`config.mk`:
```
export PLATFORM = sky130hd
export DESIGN_NAME = mesi_isc_snoop_sched
export DESIGN_NICKNAME = d
export VERILOG_FILES = /design/src/rtl/mesi_isc_snoop_sched.sv
export SDC_FILE = /design/constraint.sdc
export NUM_CORES = 1
export LEC_CHECK = 0
export BUFFER_PORTS_ARGS = -buffer_cell sky130_fd_sc_hd__clkbuf_2
export CAP_MARGIN = 0
export CORE_MARGIN = 2
export CORE_UTILIZATION = 38
export CTS_CLUSTER_SIZE = 10
export DETAILED_ROUTE_END_ITERATION = 8
export PLACE_DENSITY_LB_ADDON = 0.15
export SYNTH_ARGS = -nofsm -noshare
export SYNTH_HDL_FRONTEND = slang
export SYNTH_SLANG_ARGS = --single-unit
```
`constraint.sdc`:
```
create_clock -name clk -period 2.74 [get_ports clk]
set_input_delay 0.411 -clock clk [delete_from_list [all_inputs] [get_ports clk]]
set_output_delay 0.411 -clock clk [all_outputs]
set_load 0.02 [all_outputs]
```
`src/rtl/mesi_isc_snoop_sched.sv`:
```
// mesi_isc_snoop_sched
//   Broadcast scheduler for the MESI intersection controller coherence bus.
//   It arbitrates round-robin among the WR_BROAD/RD_BROAD requests of four cores.
//   It handles one transaction at a time: the winner is acked, every other core
//   is snooped until it acks, and then the winner is enabled.
//
// Ports
//   clk                          clock, rising edge
//   rst                          asynchronous active-low reset
//   mbus_cmd{3..0}_i   [2:0]     main-bus command per core (3=WR_BROAD, 4=RD_BROAD)
//   mbus_addr{3..0}_i  [AW-1:0]  main-bus address per core
//   cbus_ack{3..0}_i             coherence-bus ack per core
//   cbus_addr_o        [AW-1:0]  address of the current/last transaction
//   cbus_cmd{3..0}_o   [2:0]     coherence command per core
//   mbus_ack{3..0}_o             one-cycle grant pulse per core
//   err_o                        sticky snoop-timeout flag
module mesi_isc_snoop_sched #(
    parameter int unsigned TIMEOUT_CYCLES = 256,
    parameter int unsigned ADDR_WIDTH     = 32
) (
    input  logic                  clk,
    input  logic                  rst,
    input  logic [2:0]            mbus_cmd3_i,
    input  logic [2:0]            mbus_cmd2_i,
    input  logic [2:0]            mbus_cmd1_i,
    input  logic [2:0]            mbus_cmd0_i,
    input  logic [ADDR_WIDTH-1:0] mbus_addr3_i,
    input  logic [ADDR_WIDTH-1:0] mbus_addr2_i,
    input  logic [ADDR_WIDTH-1:0] mbus_addr1_i,
    input  logic [ADDR_WIDTH-1:0] mbus_addr0_i,
    input  logic                  cbus_ack3_i,
    input  logic                  cbus_ack2_i,
    input  logic                  cbus_ack1_i,
    input  logic                  cbus_ack0_i,
    output logic [ADDR_WIDTH-1:0] cbus_addr_o,
    output logic [2:0]            cbus_cmd3_o,
    output logic [2:0]            cbus_cmd2_o,
    output logic [2:0]            cbus_cmd1_o,
    output logic [2:0]            cbus_cmd0_o,
    output logic                  mbus_ack3_o,
    output logic                  mbus_ack2_o,
    output logic                  mbus_ack1_o,
    output logic                  mbus_ack0_o,
    output logic                  err_o
);

    localparam logic [1:0] ST_IDLE   = 2'd0;
    localparam logic [1:0] ST_GRANT  = 2'd1;
    localparam logic [1:0] ST_SNOOP  = 2'd2;
    localparam logic [1:0] ST_ENABLE = 2'd3;

    localparam logic [2:0] MB_WR_BROAD = 3'd3;
    localparam logic [2:0] MB_RD_BROAD = 3'd4;

    localparam logic [2:0] CB_NOP      = 3'd0;
    localparam logic [2:0] CB_WR_SNOOP = 3'd1;
    localparam logic [2:0] CB_RD_SNOOP = 3'd2;
    localparam logic [2:0] CB_EN_WR    = 3'd3;
    localparam logic [2:0] CB_EN_RD    = 3'd4;

    localparam logic [15:0] CNT_LAST = 16'(TIMEOUT_CYCLES - 1);

    logic [3:0][2:0]            mcmd;
    logic [3:0][ADDR_WIDTH-1:0] maddr;
    logic [3:0]                 cack;
    logic [3:0]                 req;

    assign mcmd  = {mbus_cmd3_i, mbus_cmd2_i, mbus_cmd1_i, mbus_cmd0_i};
    assign maddr = {mbus_addr3_i, mbus_addr2_i, mbus_addr1_i, mbus_addr0_i};
    assign cack  = {cbus_ack3_i, cbus_ack2_i, cbus_ack1_i, cbus_ack0_i};

    always_comb begin
        for (int unsigned k = 0; k < 4; k++) begin
            req[k] = (mcmd[k] == MB_WR_BROAD) || (mcmd[k] == MB_RD_BROAD);
        end
    end

    logic [1:0]            state_q, state_d;
    logic [1:0]            ptr_q, ptr_d;
    logic [1:0]            gnt_q, gnt_d;
    logic                  wr_q, wr_d;
    logic [3:0]            mask_q, mask_d;
    logic [15:0]           cnt_q, cnt_d;
    logic                  err_q, err_d;
    logic [ADDR_WIDTH-1:0] addr_q, addr_d;
    logic [3:0][2:0]       cmd_q, cmd_d;
    logic [3:0]            ack_q, ack_d;

    // Round-robin search starting at the pointer.
    logic       found;
    logic [1:0] win;
    logic [1:0] idx;

    always_comb begin
        found = 1'b0;
        win   = ptr_q;
        idx   = ptr_q;
        for (int unsigned i = 0; i < 4; i++) begin
            idx = ptr_q + 2'(i);
            if (!found && req[idx]) begin
                found = 1'b1;
                win   = idx;
            end
        end
    end

    always_comb begin
        state_d = state_q;
        ptr_d   = ptr_q;
        gnt_d   = gnt_q;
        wr_d    = wr_q;
        mask_d  = mask_q;
        cnt_d   = cnt_q;
        err_d   = err_q;
        addr_d  = addr_q;
        case (state_q)
            ST_IDLE: begin
                if (found) begin
                    gnt_d   = win;
                    wr_d    = (mcmd[win] == MB_WR_BROAD);
                    addr_d  = maddr[win];
                    ptr_d   = win + 2'd1;
                    state_d = ST_GRANT;
                end
            end
            ST_GRANT: begin
                mask_d  = ~(4'b0001 << gnt_q);
                cnt_d   = '0;
                state_d = ST_SNOOP;
            end
            ST_SNOOP: begin
                mask_d = mask_q & ~cack;
                cnt_d  = cnt_q + 16'd1;
                if (mask_d == '0) begin
                    state_d = ST_ENABLE;
                end else if (cnt_q == CNT_LAST) begin
                    mask_d  = '0;
                    err_d   = 1'b1;
                    state_d = ST_ENABLE;
                end
            end
            default: begin
                if (cack[gnt_q]) begin
                    state_d = ST_IDLE;
                end
            end
        endcase
    end

    // Outputs are registered from the next-state values, so a command change
    // caused by an ack at edge M is visible right after edge M.
    always_comb begin
        cmd_d = '0;
        ack_d = '0;
        if (state_q == ST_IDLE && found) begin
            ack_d[win] = 1'b1;
        end
        if (state_d == ST_SNOOP) begin
            for (int unsigned j = 0; j < 4; j++) begin
                if (mask_d[j]) begin
                    cmd_d[j] = wr_d ? CB_WR_SNOOP : CB_RD_SNOOP;
                end
            end
        end else if (state_d == ST_ENABLE) begin
            cmd_d[gnt_d] = wr_d ? CB_EN_WR : CB_EN_RD;
        end
    end

    always_ff @(posedge clk or negedge rst) begin
        if (!rst) begin
            state_q <= ST_IDLE;
            ptr_q   <= '0;
            gnt_q   <= '0;
            wr_q    <= 1'b0;
            mask_q  <= '0;
            cnt_q   <= '0;
            err_q   <= 1'b0;
            addr_q  <= '0;
            cmd_q   <= '0;
            ack_q   <= '0;
        end else begin
            state_q <= state_d;
            ptr_q   <= ptr_d;
            gnt_q   <= gnt_d;
            wr_q    <= wr_d;
            mask_q  <= mask_d;
            cnt_q   <= cnt_d;
            err_q   <= err_d;
            addr_q  <= addr_d;
            cmd_q   <= cmd_d;
            ack_q   <= ack_d;
        end
    end

    assign cbus_addr_o = addr_q;
    assign cbus_cmd3_o = cmd_q[3];
    assign cbus_cmd2_o = cmd_q[2];
    assign cbus_cmd1_o = cmd_q[1];
    assign cbus_cmd0_o = cmd_q[0];
    assign mbus_ack3_o = ack_q[3];
    assign mbus_ack2_o = ack_q[2];
    assign mbus_ack1_o = ack_q[1];
    assign mbus_ack0_o = ack_q[0];
    assign err_o       = err_q;

    // CB_NOP is the all-zero default of cmd_d.
    logic unused_nop;
    assign unused_nop = ^CB_NOP;

endmodule

```
==> run summary <==
The run finished, with violations left. The final reports fail on design-rule violations. The floorplan step set the die width to 113 um. The worst register-to-register path ends at cbus_cmd3_o[1]. The number of buffers inserted by hold repair at cts came out at 0. The number of vias after detailed routing came out at 4558. After global routing the overflow that remains totals 0.

For the pin with the worst max-slew slack, the measured transition is 0.695 ns. The remaining number of nets flagged by the antenna check after routing came out at 0. During placement, the flow inserted port buffers numbering 194. The share of async-settable or async-resettable flops after synthesis is 100%. After detailed routing, the average wire length per cell comes to 14.7 um. The post-synthesis register bit count came out at 76. The deepest clock path buffer count is 2. The filler cells instantiated in the layout total 1103. The analysis attributes to net switching a power of 0.00278 W. The number of top-level design ports came out at 195.

On the final layout, the worst clock skew is 0.00666 ns. Max-cap violations in this run came to 0. For the final routed database, the setup TNS stands at 0 ns. Setup repair after global routing left no endpoint under its margin. The final number of max-transition violations is 0. In this run the power density over the cells is 1070 nW/um^2. The worst relative slew slack came out at 53.6%.

The area enclosed by the die boundary came out at 12800 sq um. Net switching is 43.6% of the power. Clock-pin slew was measured on the worst setup and hold paths at 0.06 ns. After synthesis, the cell types taking the most area are dfrtp_1 42%, nand2_1 12%, a32o_1 7.3%. The DRC violation count after routing came out at 20.

The total area inside the core boundary comes to 11500 sq um. The vertical die dimension is 113 um. The cell area after synthesis is 4520 sq um. The initial antenna violation count is 0.

The most frequently used flop master after synthesis is dfrtp_1. The tree is rooted in a clkbuf_16. The achievable frequency came out at 395 MHz.

The worst hold path belongs to the class in2async. The insertion delay to the later sink of the worst-skew pair is 0.33 ns. The instance count of the mapped netlist came out at 540. The number of cells upsized or downsized after cts is 0.

The largest voltage drop on the vdd net came out at 505 uV. Summed over all cells, the static leakage comes to 3.03 nW. After detailed routing, the number of vias per cell comes to 5.25. The number of buffers inserted during clock tree synthesis came out at 9. The number of nets in the final layout came out at 877.

In the finished design, the share of the clock period the worst path needs comes to 92.3%. The netlist uses 61 different library cells. The final core area utilization is 51.9%. The register-to-register path setup slack is 0.21 ns. In this run the critical register-to-register path is launched from cnt_q[11]. The count of warnings emitted by yosys is 0.

The wire length reported by the detailed router came out at 12800 um. The fraction of layout cells with a size suffix above 1 is 33.2%. The count of final hold-check violations is 0. The post-route minimum period came out at 2.53 ns. The number of search-and-repair iterations in the first detailed-routing pass came out at 7.

The number of global-route vias before repair is 4477. The commonest cells after synthesis are 148 x nand2_1, 76 x dfrtp_1, 44 x a21oi_1. The top cell type's share of synthesized area came out at 42.0%. The initialized floorplan defines 39 standard-cell rows. Setup violations remaining at the end of the flow were counted as 0.

The synthesized design contains 0 enable-type register cells. The worst setup path is captured at a flip-flop. The proportion of power drawn by the clock network is 19.5%.

In this run, the number of DRC markers left after iteration 0 of detailed routing was 296. The number of buffers inserted to repair setup after CTS is 0. The part of the total power dissipated in sequential elements is 27.6%.

The initial core utilization came out at 39.3%. The combinational group share of total power came out at 52.9%. Cell internal power was estimated by the tool at 0.00359 W. The arrival time at the worst endpoint is 2.74 ns. The overall global routing resource usage came out at 20.2%. TritonCTS built the clock tree.

The number of diodes added for antenna fixing is 0. The post-synthesis to final-layout area growth is 32.1%. The worst setup path is launched from a flip-flop. The number of nets produced by synthesis came out at 695.

In this run the number of H-tree levels came out at 3. The average size of a mapped cell came out at 8.38 sq um. The critical path in this run is classified as reg2reg. The first-pass GRT wire length came out at 21200 um. The library cell with the largest summed area after synthesis is dfrtp_1. The maximum net fanout on the critical path came out at 5. The dominant cell by count in the synthesized netlist is nand2_1. The placer congestion estimate is 0.876. The final HPWL from detailed placement came out at 9950 um. The worst reg2reg path depth came out at 7.

The portion of the post-synthesis area used by sequential elements came out at 42.0%. The clock net sink count is 76. At the worst endpoint, the required time is 2.95 ns. The pin count of the biggest net entering global routing is 65.
==> critical path, stage by stage (launching register included) <==
cell and delay (ns):
dfrtp_1 0.43, or4_4 0.54, or4_4 0.59, nand2_1 0.17
o21ai_1 0.08, a21o_1 0.19, nor2b_1 0.14, mux2_2 0.26
==> cells by family (layout without fill, tap and decap cells) <==
family	count (synthesis)	count (layout)	share of synthesized area, %
AOI/OAI and AO/OA	160	160	23.9
muxes	6	6	1.66
and+or+nand+nor	231	231	23.4
buffers and inverters	52	238	5.34
DFF	76	76	42.0
adders and majority gates	9	9	2.49
xor gates and xnor gates	6	6	1.16
==> final cells by class <==
| type | count | area, sq um | share of cell area [%] |
|---|---|---|---|
| Multi-Input combinational cell | 412 | 2400 | 40.1 |
| Inverter | 15 | 56.3 | 0.942 |
| Clock buffer | 9 | 225 | 3.77 |
| Timing Repair Buffer | 208 | 1130 | 18.9 |
| Clock inverter | 6 | 90.1 | 1.51 |
| Tap cell | 143 | 179 | 2.99 |
| Sequential cell | 76 | 1900 | 31.8 |
==> cells in the final DEF (no fill, tap or decap), types with 6 or more instances in the layout <==
cell       instances
o21ai_1           34
buf_4             11
nand2_1          148
ha_1               9
clkbuf_16          9
and2_1             6
or3_1              8
clkbuf_2         193
inv_1             13
o21ai_0           17
a32o_1            33
dfrtp_1           76
nand3_1            7
a21oi_1           44
nor2_1            20
==> power groups by stage <==
stage	Sequential, W	Combinational [W]	Clock (W)
3_3_place_gp	0.00176	0.00334	0
6_report	0.00176	0.00337	0.00124
4_1_cts	0.00176	0.00341	0.00128
3_5_place_dp	0.00178	0.00341	0
5_1_grt	0.00182	0.00377	0.00132
2_1_floorplan	0.00208	0.00208	0
==> worst max path at each step <==
stage | start | endpoint | slack (ns) | depth (start not counted)
after floorplan | mbus_cmd3_i[0] | cbus_cmd3_o[1] | 0.31 | 7
after global placement | mbus_cmd3_i[0] | cbus_cmd3_o[1] | 0.14 | 6
after detailed placement | mbus_cmd3_i[0] | cbus_cmd0_o[1] | 0.06 | 9
after CTS | cnt_q[11] | cbus_cmd3_o[1] | 0.21 | 7
after global routing | state_q[0] | cnt_q[15] | 0.08 | 8
final | cnt_q[11] | cbus_cmd3_o[1] | 0.21 | 7
==> registers in the layout, summed over array words and instances (netlist names), 2 cells and up <==
register	cells
ack_q	4
cbus_addr_o	32
cbus_cmd0_o	3
cbus_cmd1_o	3
cbus_cmd2_o	3
cbus_cmd3_o	3
cnt_q	16
gnt_q	2
mask_q	4
ptr_q	2
state_q	2
==> routing by layer <==
layer  vias up  GRT usage (%)  wire (um)
met3        20           3.05        813
met5         -              0          0
met4         0           6.99        255
li1       2274              -          -
met2       154           35.5       6320
met1      2110           25.4       5400
==> through the flow <==
| stage | cell area [sq um] | setup slack (ns) | hold slack [ns] | cells | total power [W] |
|---|---|---|---|---|---|
| final | 5980 | 0.211 | 0.129 | 869 | 0.00637 |
| after global routing | 5980 | 0.0822 | 0.199 | 869 | 0.00692 |
| after CTS | 5980 | 0.207 | 0.160 | 869 | 0.00645 |
| after detailed placement | 5660 | 0.0621 | 0.463 | 854 | 0.00519 |
| after global placement | 5660 | 0.145 | 0.457 | 854 | 0.00510 |
| after floorplan | 4520 | 0.314 | 0.115 | 540 | 0.00416 |
Note: power is estimated with default switching activity, not from simulation.
